$ cat src/rtl/pc_branch_unit_pkg.sv
// Shared encodings for the program-counter / branch stage.
package pc_branch_unit_pkg;

    localparam int unsigned PC_WIDTH = 16;

    localparam logic [1:0] OP_SEQ    = 2'd0;
    localparam logic [1:0] OP_BRANCH = 2'd1;
    localparam logic [1:0] OP_CALL   = 2'd2;
    localparam logic [1:0] OP_RET    = 2'd3;

    localparam logic [1:0] FLT_NONE = 2'd0;
    localparam logic [1:0] FLT_OVF  = 2'd1;
    localparam logic [1:0] FLT_UNF  = 2'd2;

endpackage

$ cat src/rtl/ras_stack.sv
// Return-address LIFO. The caller guarantees no push when full and no pop when empty.
module ras_stack #(
    parameter int unsigned WIDTH = 16,
    parameter int unsigned DEPTH = 8
) (
    input  logic             clk_i,
    input  logic             rst_i,
    input  logic             push_i,
    input  logic             pop_i,
    input  logic [WIDTH-1:0] din_i,
    output logic [WIDTH-1:0] top_o,
    output logic             empty_o,
    output logic             full_o
);

    localparam int unsigned AW = (DEPTH > 1) ? $clog2(DEPTH) : 1;
    localparam int unsigned CW = AW + 1;

    logic [WIDTH-1:0] mem_q [DEPTH];
    logic [CW-1:0]    count_q, count_d;
    logic [AW-1:0]    wr_idx, rd_idx;

    // Low bits of count index the next free slot; the slot below it is the top.
    assign wr_idx  = count_q[AW-1:0];
    assign rd_idx  = wr_idx - AW'(1);
    assign top_o   = mem_q[rd_idx];
    assign empty_o = (count_q == '0);
    assign full_o  = (count_q == CW'(DEPTH));

    always_comb begin
        count_d = count_q;
        if (push_i) begin
            count_d = count_q + CW'(1);
        end else if (pop_i) begin
            count_d = count_q - CW'(1);
        end
    end

    always_ff @(posedge clk_i or posedge rst_i) begin
        if (rst_i) begin
            count_q <= '0;
        end else begin
            count_q <= count_d;
        end
    end

    always_ff @(posedge clk_i) begin
        if (push_i) begin
            mem_q[wr_idx] <= din_i;
        end
    end

endmodule

$ cat src/rtl/pc_branch_unit.sv
// Architectural PC with conditional branch, call/return via a RAS, and a sticky stack fault.
module pc_branch_unit
    import pc_branch_unit_pkg::*;
#(
    parameter int unsigned      WIDTH    = PC_WIDTH,
    parameter int unsigned      INC      = 1,
    parameter int unsigned      DEPTH    = 8,
    parameter logic [WIDTH-1:0] RESET_PC = '0
) (
    input  logic             clk_i,
    input  logic             rst_i,
    input  logic             step_i,
    input  logic [1:0]       op_i,
    input  logic             taken_i,
    input  logic [WIDTH-1:0] target_i,
    output logic [WIDTH-1:0] pc_o,
    output logic [WIDTH-1:0] pc_seq_o,
    output logic             ras_empty_o,
    output logic             ras_full_o,
    output logic             fault_o,
    output logic [1:0]       fault_code_o
);

    logic [WIDTH-1:0] pc_q, pc_d;
    logic             fault_q, fault_d;
    logic [1:0]       fault_code_q, fault_code_d;
    logic             push, pop;
    logic [WIDTH-1:0] ras_top;
    logic             ras_empty, ras_full;

    assign pc_seq_o = pc_q + WIDTH'(INC);

    ras_stack #(
        .WIDTH(WIDTH),
        .DEPTH(DEPTH)
    ) u_ras (
        .clk_i  (clk_i),
        .rst_i  (rst_i),
        .push_i (push),
        .pop_i  (pop),
        .din_i  (pc_seq_o),
        .top_o  (ras_top),
        .empty_o(ras_empty),
        .full_o (ras_full)
    );

    always_comb begin
        pc_d         = pc_q;
        fault_d      = fault_q;
        fault_code_d = fault_code_q;
        push         = 1'b0;
        pop          = 1'b0;
        // A recorded fault freezes the PC and the stack until reset.
        if (step_i && !fault_q) begin
            unique case (op_i)
                OP_SEQ: pc_d = pc_seq_o;
                OP_BRANCH: pc_d = taken_i ? target_i : pc_seq_o;
                OP_CALL: begin
                    if (!taken_i) begin
                        pc_d = pc_seq_o;
                    end else if (ras_full) begin
                        fault_d      = 1'b1;
                        fault_code_d = FLT_OVF;
                    end else begin
                        push = 1'b1;
                        pc_d = target_i;
                    end
                end
                OP_RET: begin
                    if (!taken_i) begin
                        pc_d = pc_seq_o;
                    end else if (ras_empty) begin
                        fault_d      = 1'b1;
                        fault_code_d = FLT_UNF;
                    end else begin
                        pop  = 1'b1;
                        pc_d = ras_top;
                    end
                end
                default: pc_d = pc_q;
            endcase
        end
    end

    always_ff @(posedge clk_i or posedge rst_i) begin
        if (rst_i) begin
            pc_q         <= RESET_PC;
            fault_q      <= 1'b0;
            fault_code_q <= FLT_NONE;
        end else begin
            pc_q         <= pc_d;
            fault_q      <= fault_d;
            fault_code_q <= fault_code_d;
        end
    end

    assign pc_o         = pc_q;
    assign ras_empty_o  = ras_empty;
    assign ras_full_o   = ras_full;
    assign fault_o      = fault_q;
    assign fault_code_o = fault_code_q;

endmodule

$ cat config.mk
export PLATFORM = sky130hd
export DESIGN_NAME = pc_branch_unit
export DESIGN_NICKNAME = d
export VERILOG_FILES = /design/src/rtl/pc_branch_unit_pkg.sv /design/src/rtl/ras_stack.sv /design/src/rtl/pc_branch_unit.sv
export SDC_FILE = /design/constraint.sdc
export NUM_CORES = 1
export LEC_CHECK = 0
export ABC_AREA = 1
export CAP_MARGIN = 10
export CORE_AREA = 2 2 148 150
export DETAILED_ROUTE_END_ITERATION = 10
export DIE_AREA = 0 0 150 152
export HOLD_SLACK_MARGIN = 0.06
export MAX_ROUTING_LAYER = met4
export PLACE_DENSITY = 0.61
export REMOVE_ABC_BUFFERS = 1
export SETUP_SLACK_MARGIN = 0.2
export SLEW_MARGIN = 20
export SYNTH_ARGS = -nofsm -noshare
export SYNTH_HDL_FRONTEND = slang
export SYNTH_HIERARCHICAL = 1
export SYNTH_SLANG_ARGS = --single-unit
$ cat constraint.sdc
create_clock -name clk_i -period 2.9 [get_ports clk_i]
set_input_delay 0.435 -clock clk_i [delete_from_list [all_inputs] [get_ports clk_i]]
set_output_delay 0.435 -clock clk_i [all_outputs]
set_load 0.02 [all_outputs]
==> impl_metrics.ini, run 1 <==
[critical_path]
critPathKind = flop to output pin
cp-end-kind = output pin
critical_path.slowest_cell = clkdlybuf4s50_1
worstPathMaxFanout = 5
arrival_ns = 2.12
path_buf_inv = 1
crit_chain = nand2_1, nor2_4, nand2_1, nor2_2, nand2_1, nand2_2, clkdlybuf4s50_1
worstPathRequired_ns = 2.47
reg2reg_slack_ns = 0.46
critPathMaxStageDelay_ns = 0.61
reg2reg_depth = 9
timing.rr.start = u_ras/count_q[1]$_DFFE_PP0P_
critPathTopFamily = simple AND/OR/NAND/NOR gates
r2r-end = pc_o[0]$_DFFE_PP0P_
cp_common_cell = nand2_1
start_kind = flop

[floorplanning]
ios = 59
row_count = 54
die-height_um = 152
die_w_um = 150
core_mm2 = 0.02135
floorplan.initialDensity_pct = 33.19
dieArea_mm2 = 0.02280

[clocking]
cts_tree = done
htree_levels = 4
cts_root_buf = clkbuf_16
cts.sinks = 151
cts_setup_buffers = 0
hold_buffers = 0
cts_buffers = 17
path_clk_slew_ns = 0.06
cts_buffer_depth = 2
clkLatencyLatePin_ns = 0.43

[logic_synthesis]
synth_area_mm2 = 0.007087
synth_cell_types = 38
postSynthAreaPerCell_um2 = 10.23
ys_seq_elements = 151
yosys_warnings = 6
ys_seq_area_share_pct = 62.36
synthCells = 693

[drt]
first_iter_violations = 447
ant_nets = 0
wire_per_inst_um = 17.41
via_count = 5307
routed_wl_um = 18680
drt_drc_violations_left = 0
dr.pass1.iters = 5
viasPerCell = 4.946

[timing]
grt_setup_unrepaired = false
min_period_ns = 2.558
hold_viol = 0
worst_slew_pin_slew_ns = 0.8610
fin_hold_ws_ns = 0.2345
max_slew_margin_pct = 42.53
finClkSkew_ns = 0.01438
fmax_mhz = 390.9
finalSetupTns_ns = 0
slew_viol_final = 0
layout_setup_ws_ns = 0.3418
setup_viol = 0
layout_worst_path_cycle_share_pct = 88.21

[placement]
port_buffers = 58
gp_congestion = 0.8360
dp_cells = 1041
preCtsSetupSlack_ns = 0.3041
hpwl_um = 12120
placed_area_mm2 = 0.008145

[layout]
area_growth_pct = 25.04
layout.nets = 811
instances_no_fill = 1073
drive_gt1_share_pct = 14.88
design_area_mm2 = 0.008861
diodes = 0

[run]
max-cap-violations = 0

[global_route]
antenna_found_initial = 0
met2_usage_pct = 26.51
track_usage_pct = 17.35
global_route.usage.met1_pct = 23.02
globalRouteMet3Util_pct = 3.904
grt_max_degree = 69
grt_pass1_vias = 5006
grt.busiest_layer = met2
grt_overflow = 0
grt_pass1_wl_um = 28550

[power_and_ir_drop]
cellLeakagePower_nw = 3.354
vdd_drop_max_v = 0.0003207
power.density_mw_per_mm2 = 559.0

[hold_path]
worst_hold_path_type = input pin to async pin

[outcome]
status = completed
[what timing repair did]
item,4_1_cts,5_1_grt
gates resized for setup,12,14
endpoints found under the hold margin,0,0
pin swaps,0,0
setup endpoints to repair,11,9
[synth_stat cells (all sizes together)]
cell type | count | area [µm²]
dfrtp | 23 | 575.6
nand4 | 4 | 25.02
nand2 | 254 | 970.9
a22o | 14 | 122.6
edfxtp | 128 | 3844
or2 | 1 | 6.260
buf | 29 | 212.7
o21ai | 70 | 350.3
nor2 | 60 | 267.8
clkbuf | 4 | 16.26
xor2 | 9 | 86.34
nor3 | 4 | 20.02
nor4 | 1 | 6.260
nand3 | 12 | 75.07
ha | 8 | 100.1
a22oi | 4 | 30.03
xnor2 | 2 | 36.29
clkinv | 1 | 3.750
fa | 1 | 20.02
a21oi | 19 | 98.85
a21boi | 7 | 56.30
a2bb2oi | 3 | 26.28
inv | 34 | 127.6
o2111ai | 1 | 8.760
[final cells by class]
class | instances | area, µm²
Clock buffer | 19 | 452.9
Clock inverter | 13 | 225.2
Fill cell | 2064 | 12490
Inverter | 35 | 131.4
Multi-Input combinational cell | 474 | 2366
Sequential cell | 151 | 4427
Tap cell | 280 | 350.3
Timing Repair Buffer | 101 | 908.4
[power by group]
part | internal (W) | switching, W
registers | 0.00232 | 0
logic | 0.0000523 | 0.0000683
clock network | 0.00165 | 0.000854
[stage by stage]
step                util, %  power (W)
global route          41.50   0.005083
floorplan                 -   0.002426
CTS                   41.39   0.004981
global placement      38.15   0.002489
detailed placement    38.15   0.002490
finish                41.50   0.004953
[layout by cell type (no fill, tap or decap), types with 2 or more instances in the layout]
master / netlist / routed
xor2_2: 1 / 3
a21boi_1: 6 / 6
xor2_1: 8 / 5
nand2_1: 249 / 249
nand2_2: 4 / 4
dfrtp_1: 23 / 17
a22oi_1: 4 / 4
inv_2: 3 / 3
a2bb2oi_1: 3 / 3
clkinv_4: 0 / 2
a21oi_1: 18 / 18
buf_4: 2 / 42
inv_1: 31 / 31
o21ai_1: 34 / 34
dlymetal6s2s_1: 0 / 4
nand3_1: 9 / 9
dlygate4sd2_1: 0 / 6
clkbuf_2: 1 / 2
clkdlybuf4s50_1: 0 / 46
clkinv_2: 0 / 4
nor2_1: 51 / 43
clkbuf_16: 0 / 17
bufinv_16: 0 / 6
nand4_1: 4 / 4
nor3_1: 4 / 4
o21ai_0: 36 / 36
nor2_2: 5 / 12
clkbuf_8: 0 / 2
nand3_2: 3 / 3
nor2_4: 4 / 5
a22o_1: 14 / 14
edfxtp_1: 128 / 128
dfrtp_2: 0 / 6
ha_1: 8 / 8
[cell families after synthesis]
| kind of cell | share of synthesized area, % |
|---|---|
| buf+inv | 5.085 |
| simple gates | 19.35 |
| xor+xnor | 1.730 |
| flops | 62.36 |
| compound gates | 9.781 |
| fa+ha+maj | 1.695 |
[flip-flops by register name, summed over array words and instances (netlist names)]
signal / flops
fault_o: 1
u_ras/mem_q: 128
u_ras/count_q: 4
pc_o: 16
fault_code_o: 2
[per-layer routing]
layer | part of all wire, % | routed length, µm
met2 | 47 | 8811
met5 | 0 | 0
met4 | 1.7 | 310
met3 | 6.6 | 1235
met1 | 45 | 8323
[worst max path at each step]
stage,to,slack (ns),startpoint,cells after the start
final,pc_seq_o[15],0.34,pc_o[7]$_DFFE_PP0P_,7
after global routing,pc_seq_o[15],0.21,pc_o[8]$_DFFE_PP0P_,7
after CTS,pc_seq_o[14],0.19,pc_o[1]$_DFFE_PP0P_,7
after detailed placement,u_ras/count_q[3]$_DFFE_PP0P_,0.30,op_i[0],13
after global placement,pc_seq_o[8],0.29,pc_o[1]$_DFFE_PP0P_,6
after floorplan,u_ras/mem_q[1][0]$_DFFE_PP_,-1.40,u_ras/count_q[0]$_DFFE_PP0P_,7
(Power assumes the default switching activity.)
==> inputs of run 2 (changes only) <==
--- a/config.mk
+++ b/config.mk
@@ -10,6 +10,7 @@
 export CORE_AREA = 2 2 148 150
 export DETAILED_ROUTE_END_ITERATION = 10
 export DIE_AREA = 0 0 150 152
+export GPL_TIMING_DRIVEN = 0
 export HOLD_SLACK_MARGIN = 0.06
 export MAX_ROUTING_LAYER = met4
 export PLACE_DENSITY = 0.61
==> run 2 against run 1 <==
Against the previous run:
- global-route usage is 1.1 points higher
- sequential power about the same
- utilization increased by 1.5 points
- clock power decreased by 10%
- setup slack got worse by 0.18 ns
- first-iteration DRC count up 12%
- largest power group is now sequential cells
==> impl_metrics.ini, run 2 (synthesis gave the netlist of run 1 again) <==
[outcome]
status = completed

[global_route]
met2_usage_pct = 28.11
grt_pass1_wl_um = 29830
antenna_found_initial = 0
track_usage_pct = 18.44
grt_max_degree = 35
globalRouteMet3Util_pct = 4.354
grt_pass1_vias = 5091
grt_overflow = 0
grt.busiest_layer = met2
global_route.usage.met1_pct = 24.23

[critical_path]
arrival_ns = 2.31
start_kind = flop
critPathTopFamily = buffers and inverters
worstPathRequired_ns = 2.47
worstPathMaxFanout = 10
critical_path.slowest_cell = clkdlybuf4s50_1
cp-end-kind = output pin
crit_chain = ha_2, nand3_2, xor2_4, clkdlybuf4s50_1
critPathKind = flop to output pin
critPathMaxStageDelay_ns = 0.67
path_buf_inv = 1

[drt]
wire_per_inst_um = 18.35
dr.pass1.iters = 4
routed_wl_um = 19670
via_count = 5286
ant_nets = 0
first_iter_violations = 502
viasPerCell = 4.931
drt_drc_violations_left = 0

[clocking]
cts_buffer_depth = 2
cts.sinks = 151
htree_levels = 4
clkLatencyLatePin_ns = 0.43
cts_tree = done
path_clk_slew_ns = 0.06
cts_buffers = 17
cts_root_buf = clkbuf_16

[placement]
preCtsSetupSlack_ns = -1.245
hpwl_um = 11280
gp_congestion = 0.8048
port_buffers = 58

[timing]
max_slew_margin_pct = 29.75
fmax_mhz = 364.9
worst_slew_pin_slew_ns = 1.054
setup_viol = 0
grt_setup_unrepaired = true
layout_setup_ws_ns = 0.1597
finClkSkew_ns = 0.01068
hold_viol = 0
min_period_ns = 2.740
layout_worst_path_cycle_share_pct = 94.49
slew_viol_final = 0

[floorplanning]
dieArea_mm2 = 0.02280
ios = 59
floorplan.initialDensity_pct = 33.19
die_w_um = 150
die-height_um = 152
core_mm2 = 0.02135
row_count = 54

[layout]
utilization_pct = 43.01
diodes = 0
largest_register = u_ras/mem_q
layout.nets = 811
mostFrequentLayoutCells = nand2_1, edfxtp_1, clkdlybuf4s50_1, nor2_1, o21ai_0
multi_input_area_mm2 = 0.002544
regArea_mm2 = 0.004429
layout.cells.most_common = nand2_1
fill_cells = 2023
largest_reg_flops = 128
area_growth_pct = 29.59
drive_gt1_share_pct = 17.42

[power_and_ir_drop]
vdd_drop_max_v = 0.0004372
cellLeakagePower_nw = 3.316
power.density_mw_per_mm2 = 510.5

[run]
max-cap-violations = 0

[hold_path]
worst_hold_path_type = input pin to async pin
==> run 2: final cells by class <==
cell class,instances,share of cell area (%)
well taps,280,3.815
clock inverters,14,1.880
flip-flops and latches,151,48.23
repair inverters,4,0.3270
multi-input cells,474,27.70
clock buffers,17,4.632
inverters,35,1.689
repair buffers,97,11.73
==> run 2: path summary, 6_finish.rpt <==
| path | startpoint | to | slack [ns] | depth (start not counted) |
|---|---|---|---|---|
| setup / recovery | pc_o[0]$_DFFE_PP0P_ | pc_seq_o[4] | 0.16 | 4 |
| hold / removal | rst_i | u_ras/count_q[3]$_DFFE_PP0P_ | 0.25 | 2 |
| setup reg to reg | u_ras/count_q[0]$_DFFE_PP0P_ | u_ras/mem_q[4][5]$_DFFE_PP_ | 0.38 | 10 |
| hold reg to reg | fault_code_o[1]$_DFFE_PP0P_ | fault_code_o[1]$_DFFE_PP0P_ | 0.50 | 2 |
| max in group asynchronous | rst_i | pc_o[5]$_DFFE_PP0P_ | 1.80 | 2 |
| min in group clk_i | fault_code_o[1]$_DFFE_PP0P_ | fault_code_o[1]$_DFFE_PP0P_ | 0.50 | 2 |
==> run 2: layer usage <==
metal  part of all wire [%]  wire (µm)
met1                     45       8811
met2                     47       9228
met3                    6.4       1251
met4                    1.9        378
met5                      0          0
==> run 2: stage by stage <==
step / hold slack (ns) / cell area (µm²) / power (W) / instances / setup TNS [ns]
finish: 0.2536 / 9184 / 0.004688 / 1072 / 0
global route: 0.2419 / 9184 / 0.004830 / 1072 / 0
CTS: 0.2280 / 9130 / 0.004720 / 1066 / 0
detailed placement: 0.4787 / 7973 / 0.002486 / 1008 / -106.58
global placement: 0.4821 / 7789 / 0.002485 / 998 / -579.57
floorplan: 0.2011 / 6858 / 0.002426 / 660 / -200.65
==> run 2: power breakdown <==
group	total [W]	internal (W)	switching, W
logic	0.000118	0.0000500	0.0000679
clock network	0.00225	0.00135	0.000893
registers	0.00232	0.00232	0
total	0.00469	0.00373	0.000961
==> run 2: timing repair <==
action | 4_1_cts | 5_1_grt
hold buffers | 0 | 0
pin swaps | 13 | 2
gates resized for setup | 62 | 13
gates cloned | 5 | 0
hold endpoints to repair | 0 | 0
buffers inserted | 22 | 6
setup endpoints to repair | 167 | 13
==> inputs of run 3 (changes only) <==
--- a/config.mk
+++ b/config.mk
@@ -7,16 +7,14 @@
 export LEC_CHECK = 0
 export ABC_AREA = 1
 export CAP_MARGIN = 10
-export CORE_AREA = 2 2 148 150
+export CORE_AREA = 2 2 190 117
 export DETAILED_ROUTE_END_ITERATION = 10
-export DIE_AREA = 0 0 150 152
+export DIE_AREA = 0 0 192 119
 export GPL_TIMING_DRIVEN = 0
 export HOLD_SLACK_MARGIN = 0.06
 export MAX_ROUTING_LAYER = met4
 export PLACE_DENSITY = 0.61
-export REMOVE_ABC_BUFFERS = 1
 export SETUP_SLACK_MARGIN = 0.2
-export SLEW_MARGIN = 20
 export SYNTH_ARGS = -nofsm -noshare
 export SYNTH_HDL_FRONTEND = slang
 export SYNTH_HIERARCHICAL = 1
==> run 3 against run 2 <==
Against the previous run:
- combinational power hardly changed
- die area rose by 0.21%
- worst hold slack gained 0.0048 ns
- maximum frequency rose by 4.8%
- global-route usage rose by 0.52 points
- final area fell by 0.57%
- count of clock-buffer cells in the layout unchanged
- utilization down 0.43 points
- sequential cell count did not move
- via count grew 0.98%
- largest power group unchanged
==> impl_metrics.ini, run 3 (synthesis gave the netlist of run 1 again) <==
[timing]
finalSetupTns_ns = 0
grt_setup_unrepaired = true
finClkSkew_ns = 0.007499
slew_viol_final = 0
hold_viol = 0
layout_worst_path_cycle_share_pct = 90.17
max_slew_margin_pct = 47.27
worst_slew_pin_slew_ns = 0.7901
fmax_mhz = 382.4
setup_viol = 0
layout_setup_ws_ns = 0.2852
min_period_ns = 2.615

[layout]
layout.cells.most_common = nand2_1
diodes = 0
area_growth_pct = 28.85
drive_gt1_share_pct = 18.06
utilization_pct = 42.59
largest_register = u_ras/mem_q
layout.nets = 822
largest_reg_flops = 128
mostFrequentLayoutCells = nand2_1, edfxtp_1, clkdlybuf4s50_1, nor2_1, o21ai_0
fill_cells = 2064

[floorplanning]
die-height_um = 119
dieArea_mm2 = 0.02285
floorplan.initialDensity_pct = 33.05
ios = 59
row_count = 42
die_w_um = 192
core_mm2 = 0.02144

[drt]
viasPerCell = 4.902
dr.pass1.iters = 5
first_iter_violations = 575
wire_per_inst_um = 18.39
drt_drc_violations_left = 0
ant_nets = 0
routed_wl_um = 20030
via_count = 5338

[placement]
preCtsSetupSlack_ns = -0.6843
hpwl_um = 13480
port_buffers = 58
gp_congestion = 0.8401

[power_and_ir_drop]
power.density_mw_per_mm2 = 497.4
vdd_drop_max_v = 0.0003500
p_total_w = 0.004542
cellLeakagePower_nw = 3.322

[run]
max-cap-violations = 0

[critical_path]
timing.rr.start = u_ras/count_q[0]$_DFFE_PP0P_
arrival_ns = 2.74
worstPathMaxFanout = 11
reg2reg_slack_ns = 0.29
r2r-end = u_ras/mem_q[3][1]$_DFFE_PP_
worstPathRequired_ns = 3.02
reg2reg_depth = 10
start_kind = flop
cp-end-kind = flop
critPathKind = flop to flop

[global_route]
antenna_found_initial = 0
grt.busiest_layer = met1
grt_max_degree = 20
grt_pass1_vias = 5197
global_route.usage.met1_pct = 27.59
globalRouteMet3Util_pct = 5.364
grt_overflow = 0
grt_pass1_wl_um = 30800
met2_usage_pct = 25.97
track_usage_pct = 18.96

[clocking]
cts_root_buf = clkbuf_16
cts.sinks = 151
clkLatencyLatePin_ns = 0.42
cts_buffer_depth = 2
cts_buffers = 17
cts_tree = done
htree_levels = 4
path_clk_slew_ns = 0.06
hold_buffers = 0

[outcome]
status = completed

[logic_synthesis]
synth_nets = 724

[hold_path]
worst_hold_path_type = input pin to async pin
run 3: cell count changes in the layout (fill, tap and decap cells not counted), sizes merged:
cell and delta:
clkdlybuf4s50 -1, bufinv -2, buf +13, clkinvlp -5, bufbuf -1, dlygate4sd2 +3
dlymetal6s2s +1, inv -1, clkinv +4
run 3: layer usage:
layer	wire (µm)	up-vias	share of wire (%)
li1	-	2532	-
met1	9737	2592	49
met2	8337	195	42
met3	1724	19	8.6
met4	225	0	1.1
met5	0	-	0
run 3: layout make-up:
type                            count  area, µm²  area share, %
Tap cell                          286      357.8          3.919
Clock inverter                     14      127.6          1.398
Buffer                             33      250.2          2.740
Timing Repair Buffer               79      818.3          8.961
Multi-Input combinational cell    474       2587          28.34
Sequential cell                   151       4427          48.48
Inverter                           35      137.6          1.507
Clock buffer                       17      425.4          4.659
run 3: stage by stage:
step,cell area [µm²],cells,hold slack (ns)
after floorplan,7092,693,0.2011
after global placement,8030,1037,0.4744
after detailed placement,8085,1040,0.4846
after CTS,9036,1085,0.2598
after global routing,9131,1089,0.2696
final,9131,1089,0.2584
run 3: critical path, stage by stage, from the launching register on:
cell,delay (ns)
dfrtp_2,0.41
inv_2,0.07
buf_8,0.15
buf_8,0.15
ha_1,0.20
inv_1,0.13
nor3_4,0.07
nor4_4,0.33
nand2_2,0.24
nor2_4,0.29
buf_4,0.26
run 3: worst max path at each step:
| stage | from | to | slack (ns) | cells past startpoint |
|---|---|---|---|---|
| detailed placement | u_ras/count_q[0]$_DFFE_PP0P_ | u_ras/mem_q[2][3]$_DFFE_PP_ | -0.68 | 9 |
| finish | u_ras/count_q[0]$_DFFE_PP0P_ | u_ras/mem_q[3][1]$_DFFE_PP_ | 0.29 | 10 |
| global placement | u_ras/count_q[0]$_DFFE_PP0P_ | u_ras/mem_q[5][3]$_DFFE_PP_ | -1.02 | 9 |
| floorplan | u_ras/count_q[0]$_DFFE_PP0P_ | u_ras/mem_q[3][0]$_DFFE_PP_ | 0.03 | 9 |
| CTS | pc_o[2]$_DFFE_PP0P_ | pc_seq_o[3] | 0.14 | 3 |
| global route | pc_o[0]$_DFFE_PP0P_ | pc_seq_o[14] | 0.19 | 6 |
run 3: power breakdown:
| part | switching, W | internal [W] |
|---|---|---|
| clock | 0.000915 | 0.00118 |
| combinational | 0.0000651 | 0.0000542 |
| sequential | 0 | 0.00232 |
| total | 0.000980 | 0.00356 |
run 3: repair_timing:
item | 4_1_cts | 5_1_grt
resized for setup | 62 | 19
pin swaps | 11 | 8
setup endpoints to repair | 163 | 109
buffers inserted | 14 | 4
